--- src/rtl/multi_button_debouncer_if.sv ---
// Button-bank bundle: raw pins and counter clear in, debounced levels, event pulses
// and packed per-channel press counters out.
interface multi_button_debouncer_if #(
  parameter int unsigned N_CH  = 4,
  parameter int unsigned CNT_W = 8
);
  logic [N_CH-1:0]       button;
  logic                  clr_count;
  logic [N_CH-1:0]       btn_level;
  logic [N_CH-1:0]       press_pulse;
  logic [N_CH-1:0]       release_pulse;
  logic [N_CH-1:0]       long_pulse;
  logic [N_CH*CNT_W-1:0] press_count;

  modport master (
    output button, clr_count,
    input  btn_level, press_pulse, release_pulse, long_pulse, press_count
  );

  modport slave (
    input  button, clr_count,
    output btn_level, press_pulse, release_pulse, long_pulse, press_count
  );
endinterface

--- src/rtl/multi_button_debouncer.sv ---
// N-channel push-button debouncer: 2-flop synchroniser, stable-level filter, press/release
// and long-press pulses, and a wrapping press counter per channel.
module multi_button_debouncer #(
  parameter int unsigned N_CH            = 4,
  parameter int unsigned DEBOUNCE_CYCLES = 50000,
  parameter int unsigned LONG_CYCLES     = 50000000,
  parameter int unsigned CNT_W           = 8
) (
  input logic                      clk,
  input logic                      rst,
  multi_button_debouncer_if.slave  bus
);
  localparam int unsigned DB_W   = $clog2(DEBOUNCE_CYCLES + 1);
  localparam int unsigned HOLD_W = $clog2(LONG_CYCLES + 1);

  typedef enum logic [1:0] {StIdle, StArmHi, StHeld, StArmLo} state_e;

  logic [N_CH-1:0] r_sync1, r_sync2;
  logic [N_CH-1:0] w_level, w_press, w_release, w_long;
  logic [N_CH*CNT_W-1:0] w_count;

  always_ff @(posedge clk) begin
    if (rst) begin
      r_sync1 <= '0;
      r_sync2 <= '0;
    end else begin
      r_sync1 <= bus.button;
      r_sync2 <= r_sync1;
    end
  end

  for (genvar g = 0; g < N_CH; g++) begin : g_ch
    state_e            r_state, w_state_d;
    logic [DB_W-1:0]   r_db_cnt, w_db_cnt_d, w_db_inc;
    logic [HOLD_W-1:0] r_hold, w_hold_d;
    logic [CNT_W-1:0]  r_count, w_count_d;
    logic              r_long_done, w_long_done_d;
    logic              r_press, w_press_d;
    logic              r_release, w_release_d;
    logic              r_long, w_long_d;
    logic              w_s, w_is_high;

    assign w_s       = r_sync2[g];
    assign w_is_high = (r_state == StHeld) || (r_state == StArmLo);
    // r_db_cnt = consecutive differing samples already seen; the current one makes w_db_inc.
    assign w_db_inc  = r_db_cnt + DB_W'(1);

    always_comb begin
      w_state_d   = r_state;
      w_db_cnt_d  = r_db_cnt;
      w_press_d   = 1'b0;
      w_release_d = 1'b0;
      unique case (r_state)
        StIdle, StArmHi: begin
          if (!w_s) begin
            w_state_d  = StIdle;
            w_db_cnt_d = '0;
          end else if (w_db_inc == DB_W'(DEBOUNCE_CYCLES)) begin
            w_state_d  = StHeld;
            w_db_cnt_d = '0;
            w_press_d  = 1'b1;
          end else begin
            w_state_d  = StArmHi;
            w_db_cnt_d = w_db_inc;
          end
        end
        StHeld, StArmLo: begin
          if (w_s) begin
            w_state_d  = StHeld;
            w_db_cnt_d = '0;
          end else if (w_db_inc == DB_W'(DEBOUNCE_CYCLES)) begin
            w_state_d   = StIdle;
            w_db_cnt_d  = '0;
            w_release_d = 1'b1;
          end else begin
            w_state_d  = StArmLo;
            w_db_cnt_d = w_db_inc;
          end
        end
        default: begin
          w_state_d  = StIdle;
          w_db_cnt_d = '0;
        end
      endcase
    end

    // Hold timing keeps running through ARM_LO so a short low glitch does not restart it.
    always_comb begin
      w_hold_d      = r_hold;
      w_long_d      = 1'b0;
      w_long_done_d = r_long_done;
      if (w_is_high && (r_hold != HOLD_W'(LONG_CYCLES))) begin
        w_hold_d = r_hold + HOLD_W'(1);
        if ((w_hold_d == HOLD_W'(LONG_CYCLES)) && !r_long_done) begin
          w_long_d      = 1'b1;
          w_long_done_d = 1'b1;
        end
      end
      if (w_press_d) w_hold_d = '0;
      if (w_release_d) w_long_done_d = 1'b0;
    end

    // Counter follows the registered press pulse so a clear seen alongside it keeps the press.
    always_comb begin
      w_count_d = r_count;
      if (r_press) begin
        w_count_d = bus.clr_count ? CNT_W'(1) : r_count + CNT_W'(1);
      end else if (bus.clr_count) begin
        w_count_d = '0;
      end
    end

    always_ff @(posedge clk) begin
      if (rst) begin
        r_state     <= StIdle;
        r_db_cnt    <= '0;
        r_hold      <= '0;
        r_count     <= '0;
        r_long_done <= 1'b0;
        r_press     <= 1'b0;
        r_release   <= 1'b0;
        r_long      <= 1'b0;
      end else begin
        r_state     <= w_state_d;
        r_db_cnt    <= w_db_cnt_d;
        r_hold      <= w_hold_d;
        r_count     <= w_count_d;
        r_long_done <= w_long_done_d;
        r_press     <= w_press_d;
        r_release   <= w_release_d;
        r_long      <= w_long_d;
      end
    end

    assign w_level[g]                 = w_is_high;
    assign w_press[g]                 = r_press;
    assign w_release[g]               = r_release;
    assign w_long[g]                  = r_long;
    assign w_count[g*CNT_W +: CNT_W]  = r_count;
  end

  assign bus.btn_level     = w_level;
  assign bus.press_pulse   = w_press;
  assign bus.release_pulse = w_release;
  assign bus.long_pulse    = w_long;
  assign bus.press_count   = w_count;
endmodule

--- src/flat_wrapper.sv ---
// flat-port wrapper written by rule: the top's interface ports become plain ports
module multi_button_debouncer_flat 
#(
  parameter int unsigned N_CH            = 4,
  parameter int unsigned DEBOUNCE_CYCLES = 50000,
  parameter int unsigned LONG_CYCLES     = 50000000,
  parameter int unsigned CNT_W           = 8
)
  (clk, rst, bus_button, bus_clr_count, bus_btn_level, bus_press_pulse, bus_release_pulse, bus_long_pulse, bus_press_count);
  multi_button_debouncer_if #(.N_CH(N_CH), .CNT_W(CNT_W)) bus_i ();
  input logic clk;
  input logic rst;
  input wire logic [$bits(bus_i.button)-1:0] bus_button;
  input wire logic [$bits(bus_i.clr_count)-1:0] bus_clr_count;
  output wire logic [$bits(bus_i.btn_level)-1:0] bus_btn_level;
  output wire logic [$bits(bus_i.press_pulse)-1:0] bus_press_pulse;
  output wire logic [$bits(bus_i.release_pulse)-1:0] bus_release_pulse;
  output wire logic [$bits(bus_i.long_pulse)-1:0] bus_long_pulse;
  output wire logic [$bits(bus_i.press_count)-1:0] bus_press_count;
  assign bus_i.button = bus_button;
  assign bus_i.clr_count = bus_clr_count;
  assign bus_btn_level = bus_i.btn_level;
  assign bus_press_pulse = bus_i.press_pulse;
  assign bus_release_pulse = bus_i.release_pulse;
  assign bus_long_pulse = bus_i.long_pulse;
  assign bus_press_count = bus_i.press_count;
  multi_button_debouncer #(.N_CH(N_CH), .DEBOUNCE_CYCLES(DEBOUNCE_CYCLES), .LONG_CYCLES(LONG_CYCLES), .CNT_W(CNT_W)) u_core (.clk(clk), .rst(rst), .bus(bus_i));
endmodule
--- config.mk ---
export PLATFORM = sky130hd
export DESIGN_NAME = multi_button_debouncer_flat
export DESIGN_NICKNAME = d
export VERILOG_FILES = /design/src/rtl/multi_button_debouncer_if.sv /design/src/rtl/multi_button_debouncer.sv /design/src/flat_wrapper.sv
export SDC_FILE = /design/constraint.sdc
export NUM_CORES = 1
export LEC_CHECK = 0
export CAP_MARGIN = 20
export CORE_ASPECT_RATIO = 0.8
export CORE_MARGIN = 5
export CORE_UTILIZATION = 61
export DETAILED_ROUTE_END_ITERATION = 8
export GPL_TIMING_DRIVEN = 0
export PLACE_DENSITY_LB_ADDON = 0.12
export SKIP_LAST_GASP = 1
export SLEW_MARGIN = 0
export SYNTH_ARGS = -nofsm -noshare
export SYNTH_HDL_FRONTEND = slang
export SYNTH_SLANG_ARGS = --single-unit
--- constraint.sdc ---
create_clock -name clk -period 3 [get_ports clk]
set_clock_uncertainty 0.2 [all_clocks]
set_input_delay 0.3 -clock clk [delete_from_list [all_inputs] [get_ports clk]]
set_output_delay 0.3 -clock clk [all_outputs]
set_load 0.1 [all_outputs]
==> metrics.txt, run 1 <==
# TYPE chip_impl_metric gauge
chip_impl_info{name="r2r-end",value="u_core.g_ch[3].r_hold[3]"} 1
chip_impl_metric{name="grt_first_pass_wirelength",unit="um"} 44800
chip_impl_metric{name="vdd.ir_drop.worst",unit="uV"} 429
chip_impl_metric{name="synth-warning-count",unit=""} 0
chip_impl_metric{name="detailedRoute.firstPassIterationCount",unit=""} 5
chip_impl_metric{name="mappedNetlistArea",unit="um2"} 11900
chip_impl_metric{name="nNetsFinal",unit=""} 1543
chip_impl_metric{name="share_of_final_layout_standard_cells_stronger_than_drive_strength_1",unit="%"} 9.38
chip_impl_metric{name="clock_latency",unit="ns"} 0.52
chip_impl_info{name="ys_dominant_reg_cell",value="dfxtp_1"} 1
chip_impl_metric{name="max_clock_freq",unit="MHz"} 347
chip_impl_metric{name="post_synth_inst_count",unit=""} 1428
chip_impl_metric{name="cap_violations",unit=""} 0
chip_impl_metric{name="clock-sinks",unit=""} 228
chip_impl_metric{name="avg_vias_per_cell",unit=""} 5.66
chip_impl_metric{name="reg2reg_setup_slack",unit="ns"} 0.12
chip_impl_info{name="cp-start-kind",value="register"} 1
chip_impl_metric{name="area_growth_syn_to_layout",unit="%"} 16.0
chip_impl_metric{name="synth_register_bits",unit=""} 228
chip_impl_metric{name="dieWidth",unit="um"} 166
chip_impl_metric{name="synth.yosys.seq_area_share",unit="%"} 38.5
chip_impl_metric{name="r2r_cells",unit=""} 10
chip_impl_metric{name="crit_path_required_time",unit="ns"} 3.21
chip_impl_metric{name="power_density",unit="nW/um2"} 435
chip_impl_info{name="timing.critical_path.to_type",value="register"} 1
chip_impl_metric{name="met2_usage",unit="%"} 36.4
chip_impl_metric{name="initial_utilization",unit="%"} 62.4
chip_impl_metric{name="max-clock-path-buffers",unit=""} 3
chip_impl_info{name="tritoncts",value="done"} 1
chip_impl_metric{name="total_power",unit="mW"} 6.00
chip_impl_metric{name="remaining_drcs",unit=""} 0
chip_impl_metric{name="cts-buffers-inserted",unit=""} 24
chip_impl_metric{name="maxSlewViolCount",unit=""} 0
chip_impl_metric{name="worst-path-max-fanout",unit=""} 10
chip_impl_metric{name="routabilityCongestion",unit=""} 0.903
chip_impl_info{name="worst-setup-path-type",value="register to register"} 1
chip_impl_metric{name="async_flop_share",unit="%"} 0
chip_impl_metric{name="grt_antenna_before_repair",unit=""} 0
chip_impl_metric{name="post-route-period-util",unit="%"} 96.1
chip_impl_info{name="cts.root.buffer_cell",value="clkbuf_16"} 1
chip_impl_metric{name="die-area",unit="um2"} 22400
chip_impl_metric{name="core-area",unit="um2"} 19000
chip_impl_metric{name="final_period_minus_worst_setup_slack",unit="ns"} 2.88
chip_impl_metric{name="drt-total-wl",unit="um"} 26600
chip_impl_metric{name="pin_count_of_the_biggest_net_entering_global_routing",unit=""} 14
chip_impl_metric{name="grt_pass1_vias",unit=""} 9457
chip_impl_metric{name="cts_hold_repair.buffers",unit=""} 0
chip_impl_metric{name="grt.met1_usage",unit="%"} 32.8
chip_impl_metric{name="ios",unit=""} 55
chip_impl_metric{name="relSlewSlack",unit="%"} 32.1
chip_impl_metric{name="wirelength_per_cell",unit="um"} 14.8
chip_impl_info{name="outcome",value="finished clean"} 1
chip_impl_metric{name="use_met3",unit="%"} 3.57
chip_impl_metric{name="initialDrtViolationCount",unit=""} 698
chip_impl_metric{name="setup-violations-final",unit=""} 0
chip_impl_metric{name="route.vias.total",unit=""} 10200
chip_impl_info{name="min-delay-path-class",value="primary input to register"} 1
chip_impl_metric{name="netlist-cell-type-count",unit=""} 76
chip_impl_metric{name="detailed_place.area",unit="um2"} 12700
chip_impl_metric{name="floorplan.rows",unit=""} 45
chip_impl_metric{name="filler_cell_count",unit=""} 1536
chip_impl_metric{name="synthesis.nets",unit=""} 1453
chip_impl_metric{name="cts.reportedPaths.clkPinSlew",unit="ns"} 0.06
chip_impl_metric{name="detailedPlacementHpwl",unit="um"} 18700
chip_impl_metric{name="antenna_cells",unit=""} 0
chip_impl_metric{name="grt_util_all_layers",unit="%"} 22.9
chip_impl_metric{name="cts_htree_levels",unit=""} 1
chip_impl_info{name="critical_path.reg2reg.startpoint",value="u_core.g_ch[3].r_db_cnt[2]"} 1
chip_impl_info{name="worst_hold_startpoint",value="bus_button[3]"} 1
chip_impl_metric{name="detail-route-antenna-nets",unit=""} 0
chip_impl_metric{name="power.static_leakage",unit="nW"} 4.78
chip_impl_metric{name="worst_margin_pin_slew",unit="ns"} 1.01
chip_impl_metric{name="grt_overflow_total",unit=""} 0
chip_impl_info{name="grt_busiest_layer",value="met2"} 1
chip_impl_metric{name="die_height",unit="um"} 135
chip_impl_info{name="timing.critical_path.from",value="u_core.g_ch[3].r_db_cnt[2]"} 1
chip_impl_metric{name="finalHoldViolCount",unit=""} 0
chip_impl_metric{name="synth_enable_flop_cells",unit=""} 0
chip_impl_metric{name="worst_hold_slack",unit="ns"} 0.136
chip_impl_metric{name="worst-endpoint-arrival",unit="ns"} 3.09
chip_impl_metric{name="portBuffers",unit=""} 53
chip_impl_metric{name="synthesis.area_per_instance",unit="um2"} 8.31
chip_impl_info{name="worst_setup_path_endpoint",value="u_core.g_ch[3].r_hold[3]"} 1
chip_impl_metric{name="final_design_area_no_fill",unit="um2"} 13800
-- cells in the final DEF (no fill, tap or decap), types with 5 or more instances in the layout --
master and n:
clkinv_2 7, nand3_1 67, nor3_1 25, dfxtp_1 225, xor2_1 118, nor3b_1 10
clkbuf_1 41, buf_2 17, clkdlybuf4s50_1 53, nor4bb_1 5, xnor2_1 75, nand4_1 71
nor2b_1 20, nand3b_1 6, inv_1 26, nor4b_1 6, nand2_1 101, clkbuf_16 24
nand4b_1 5, nor2_1 244, nor4_4 5, ha_1 15, and3b_1 5, nand2b_1 18
a211oi_1 6, a31oi_1 8, nor4_1 9, mux2i_1 12, clkbuf_8 5, and2_1 19
o21ai_0 21, buf_4 34, and4_1 25, a21oi_1 34, o2111ai_1 5, or3_1 16
a21boi_0 5, and3_1 43
-- cells by family after synthesis --
family / after synthesis / share of synthesized area (%)
compound gates: 130 / 7.73
fa+ha+maj: 18 / 1.90
simple gates: 730 / 31.8
flops: 228 / 38.5
mux: 14 / 1.20
buf+inv: 115 / 4.68
xor+xnor: 193 / 14.2
-- synth_stat cells (23+ instances only) --
cell | instances | area share [%]
xnor2_1 | 75 | 5.5
and4_1 | 26 | 1.9
nor2_1 | 245 | 7.7
a21oi_1 | 34 | 1.4
inv_1 | 26 | 0.82
nor3_1 | 29 | 1.2
clkbuf_1 | 41 | 1.3
nand3_1 | 69 | 2.9
nand2_1 | 104 | 3.3
and3_1 | 43 | 2.3
dfxtp_1 | 228 | 38
xor2_1 | 118 | 8.7
o21ai_0 | 23 | 0.97
nand4_1 | 71 | 3.7
-- how the worst min path moves through the flow --
stage	slack, ns	end	cells past startpoint
2_1_floorplan	0.21	u_core.g_ch[2].r_db_cnt[0]	1
3_3_place_gp	0.22	u_core.r_sync2[3]	1
3_5_place_dp	0.23	u_core.r_sync2[2]	1
4_1_cts	0.12	u_core.r_sync1[3]	2
5_1_grt	0.12	u_core.r_sync1[3]	2
6_report	0.14	u_core.r_sync1[3]	2
-- stage by stage --
stage / cells / worst slack, ns / TNS [ns] / utilization [%]
2_1_floorplan: 1428 / 0.320 / 0 / -
3_3_place_gp: 1739 / -0.202 / -0.895 / 66.8
3_5_place_dp: 1739 / -0.191 / -5.73 / 66.8
4_1_cts: 1786 / 0.00778 / 0 / 71.3
5_1_grt: 1794 / -0.0328 / -0.101 / 72.4
6_report: 1794 / 0.118 / 0 / 72.4
-- layer usage --
| metal | vias to the layer above | wire (um) |
|---|---|---|
| met2 | 220 | 12100 |
| met1 | 4752 | 12800 |
| li1 | 5137 | - |
| met3 | 47 | 1240 |
| met5 | - | 0 |
| met4 | 0 | 516 |
-- flip-flops by register name, indices dropped and copies added (netlist names) --
signal,cells
u_core.g_ch.r_count,32
u_core.g_ch.r_db_cnt,64
u_core.g_ch.r_hold,104
u_core.g_ch.r_long,4
u_core.g_ch.r_long_done,4
u_core.g_ch.r_press,4
u_core.g_ch.r_release,4
u_core.g_ch.r_state,4
u_core.r_sync1,4
u_core.r_sync2,4
-- power by group --
group	leakage (nW)	internal, mW	switching, mW	total (mW)
logic	2.56	0.0300	0.0616	0.0916
registers	1.84	3.03	0.00403	3.04
clock network	0.386	1.69	1.18	2.87
-- timing repair --
action,CTS,global route
endpoints found under the setup margin,54,124
hold endpoints to repair,0,0
gates resized for setup,7,32
setup buffers,3,12
pin swaps,1,8
-- critical path, stage by stage (launching register included) --
cell and delay (ns):
dfxtp_1 0.37, and4_1 0.23, buf_6 0.13, and3_1 0.16, clkbuf_1 0.15, or3_1 0.37
a2111oi_4 0.39, nand4_4 0.22, o21ai_4 0.27, buf_4 0.21, nor2_1 0.07
-- area by class of cell --
class	instances	area (um2)	area share, %
clock inverters	10	88.8	0.645
well taps	258	323	2.34
flip-flops and latches	228	4570	33.2
repair buffers	68	656	4.76
inverters	27	101	0.736
clock buffers	34	688	5.00
multi-input cells	1085	6900	50.1
plain buffers	84	447	3.24
Note: power is estimated with default switching activity, not from simulation.
==> run 2, diff against run 1 <==
Settings changed: CORE_UTILIZATION 61 to 55.
Clock period 3 ns to 2.3 ns, I/O delays scaled along.
==> metrics.txt, run 2 (synthesized netlist as in run 1, its figures left out) <==
# TYPE chip_impl_metric gauge
chip_impl_metric{name="worst_margin_pin_slew",unit="ns"} 0.989
chip_impl_info{name="highest_layer",value="met4"} 1
chip_impl_metric{name="detailed_place.area",unit="um2"} 13000
chip_impl_metric{name="core-area",unit="um2"} 21400
chip_impl_metric{name="finalHoldViolCount",unit=""} 0
chip_impl_metric{name="setup_total_negative_slack",unit="ns"} -29.17
chip_impl_metric{name="crit_path_required_time",unit="ns"} 2.50
chip_impl_metric{name="grt_antenna_before_repair",unit=""} 0
chip_impl_metric{name="pin_count_of_the_biggest_net_entering_global_routing",unit=""} 15
chip_impl_metric{name="power.static_leakage",unit="nW"} 5.99
chip_impl_metric{name="multi_input_comb_area",unit="um2"} 8140
chip_impl_metric{name="die-area",unit="um2"} 24600
chip_impl_metric{name="finalWorstSetupSlack",unit="ns"} -0.311
chip_impl_metric{name="grt_overflow_total",unit=""} 0
chip_impl_metric{name="portBuffers",unit=""} 53
chip_impl_metric{name="register_cell_area_after_layout",unit="um2"} 4710
chip_impl_metric{name="power_density",unit="nW/um2"} 507
chip_impl_metric{name="reg2reg_setup_slack",unit="ns"} -0.31
chip_impl_info{name="cts.root.buffer_cell",value="clkbuf_16"} 1
chip_impl_metric{name="filler_cell_count",unit=""} 1422
chip_impl_metric{name="cts_htree_levels",unit=""} 1
chip_impl_metric{name="max-clock-path-buffers",unit=""} 3
chip_impl_metric{name="vdd.ir_drop.worst",unit="uV"} 458
chip_impl_metric{name="area_growth_syn_to_layout",unit="%"} 38.5
chip_impl_metric{name="cts-buffers-inserted",unit=""} 24
chip_impl_metric{name="avg_vias_per_cell",unit=""} 5.80
chip_impl_info{name="grt_setup_unrepaired",value="yes"} 1
chip_impl_metric{name="detailroute.wirelength.met3",unit="um"} 1820
chip_impl_metric{name="maxSlewViolCount",unit=""} 0
chip_impl_metric{name="route.vias.total",unit=""} 11100
chip_impl_metric{name="ios",unit=""} 55
chip_impl_metric{name="clock_latency",unit="ns"} 0.52
chip_impl_metric{name="r2r_cells",unit=""} 9
chip_impl_metric{name="grt_pass1_vias",unit=""} 10100
chip_impl_metric{name="cts.reportedPaths.clkPinSlew",unit="ns"} 0.06
chip_impl_info{name="r2r-end",value="u_core.g_ch[2].r_hold[3]"} 1
chip_impl_metric{name="detail_route.wirelength.met1",unit="um"} 14300
chip_impl_metric{name="grt_first_pass_wirelength",unit="um"} 50300
chip_impl_info{name="critical_path.reg2reg.startpoint",value="u_core.g_ch[2].r_db_cnt[3]"} 1
chip_impl_info{name="biggestRegsByFlops",value="u_core.g_ch.r_hold (104), u_core.g_ch.r_db_cnt (64), u_core.g_ch.r_count (32)"} 1
chip_impl_metric{name="detailedPlacementHpwl",unit="um"} 18400
chip_impl_info{name="cp-start-kind",value="register"} 1
chip_impl_metric{name="dieWidth",unit="um"} 174
chip_impl_metric{name="met2RoutedLength",unit="um"} 15600
chip_impl_info{name="worst_hold_startpoint",value="bus_button[1]"} 1
chip_impl_metric{name="nNetsFinal",unit=""} 1644
chip_impl_info{name="hold_path_end",value="u_core.r_sync1[1]"} 1
chip_impl_info{name="failed_checks",value="setup timing"} 1
chip_impl_metric{name="post-route-period-util",unit="%"} 114
chip_impl_metric{name="routabilityCongestion",unit=""} 0.933
chip_impl_metric{name="remaining_drcs",unit=""} 0
chip_impl_metric{name="initial_utilization",unit="%"} 55.5
chip_impl_metric{name="wirelength_per_cell",unit="um"} 16.9
chip_impl_metric{name="antenna_cells",unit=""} 0
chip_impl_metric{name="worst-endpoint-arrival",unit="ns"} 2.81
chip_impl_info{name="min-delay-path-class",value="primary input to register"} 1
chip_impl_info{name="registers.top_by_ff_count",value="u_core.g_ch.r_hold"} 1
chip_impl_info{name="final_common_cell",value="dfxtp_1"} 1
chip_impl_metric{name="die_height",unit="um"} 141
chip_impl_metric{name="drt-total-wl",unit="um"} 32400
chip_impl_metric{name="cap_violations",unit=""} 0
chip_impl_info{name="outcome",value="finished with violations"} 1
chip_impl_metric{name="timing.hold.worst_path_depth",unit=""} 2
chip_impl_metric{name="floorplan.rows",unit=""} 48
chip_impl_metric{name="grt_util_all_layers",unit="%"} 23.8
chip_impl_info{name="final_cell_mix",value="dfxtp_1, nor2_1, xor2_1"} 1
chip_impl_metric{name="total_power",unit="mW"} 8.33
chip_impl_metric{name="largest_register_ffs",unit=""} 104
chip_impl_metric{name="worst-path-max-fanout",unit=""} 5
chip_impl_metric{name="clock-sinks",unit=""} 228
chip_impl_metric{name="final_period_minus_worst_setup_slack",unit="ns"} 2.61
chip_impl_metric{name="initialDrtViolationCount",unit=""} 964
chip_impl_info{name="worst-setup-path-type",value="register to register"} 1
chip_impl_metric{name="max_clock_freq",unit="MHz"} 383
chip_impl_metric{name="final_design_area_no_fill",unit="um2"} 16400
chip_impl_info{name="tritoncts",value="done"} 1
chip_impl_metric{name="relSlewSlack",unit="%"} 34.3
chip_impl_metric{name="setup-violations-final",unit=""} 169
chip_impl_metric{name="detail-route-antenna-nets",unit=""} 0
chip_impl_metric{name="detailedRoute.firstPassIterationCount",unit=""} 5
chip_impl_metric{name="share_of_final_layout_standard_cells_stronger_than_drive_strength_1",unit="%"} 33.5
chip_impl_info{name="timing.critical_path.to_type",value="register"} 1
chip_impl_metric{name="postLayoutCoreUtil",unit="%"} 76.8
[run 2: stage by stage]
stage / setup WS [ns] / hold slack, ns / cells
global placement: -0.557 / 0.224 / 1756
CTS: -0.234 / 0.0675 / 1881
detailed placement: -0.602 / 0.226 / 1756
floorplan: -0.243 / 0.158 / 1428
finish: -0.311 / 0.0805 / 1912
global route: -0.379 / 0.0796 / 1912
[run 2: cell type report]
cell class | count | share of cell area (%)
Multi-Input combinational cell | 1085 | 49.5
Sequential cell | 228 | 28.7
Timing Repair Buffer | 191 | 10.7
Clock buffer | 31 | 4.19
Buffer | 62 | 3.14
Tap cell | 275 | 2.09
Clock inverter | 13 | 1.03
Inverter | 27 | 0.647
[run 2: worst max-delay path by stage]
| stage | from | endpoint | slack [ns] | cells past startpoint |
|---|---|---|---|---|
| floorplan | u_core.g_ch[3].r_db_cnt[2] | u_core.g_ch[3].r_hold[22] | -0.24 | 10 |
| global placement | u_core.g_ch[1].r_hold[0] | u_core.g_ch[1].r_long_done | -0.56 | 9 |
| detailed placement | u_core.g_ch[3].r_db_cnt[0] | u_core.g_ch[3].r_hold[18] | -0.60 | 10 |
| CTS | u_core.g_ch[2].r_db_cnt[2] | u_core.g_ch[2].r_hold[3] | -0.23 | 10 |
| global route | u_core.g_ch[2].r_db_cnt[5] | u_core.g_ch[2].r_hold[13] | -0.38 | 9 |
| finish | u_core.g_ch[2].r_db_cnt[3] | u_core.g_ch[2].r_hold[3] | -0.31 | 9 |
[run 2: where the power goes]
group | leakage, nW | switching (mW) | total [mW] | internal (mW)
logic | 3.68 | 0.129 | 0.227 | 0.0978
clock network | 0.431 | 1.61 | 4.17 | 2.56
registers | 1.88 | 0.00788 | 3.93 | 3.93
[run 2: per-layer routing]
layer	vias to the layer above	global-route usage [%]
li1	5335	-
met1	5334	33.5
met2	357	38.7
met3	67	3.52
met4	0	5.66
met5	-	0
[run 2: critical path, cell delays in order, from the launching register on]
cell     delay [ns]
dfxtp_4        0.35
and4_4         0.23
and3_4         0.22
nand4_1        0.08
mux2_4         0.30
or4_4          0.58
o21ai_4        0.23
buf_6          0.15
buf_8          0.13
nor2_4         0.04
[run 2: what timing repair did]
| item | CTS | global route |
|---|---|---|
| pin swaps | 103 | 77 |
| endpoints found under the setup margin | 232 | 179 |
| buffers inserted | 88 | 42 |
| hold buffers | 0 | 0 |
| resized for setup | 279 | 263 |
| gates cloned | 11 | 2 |
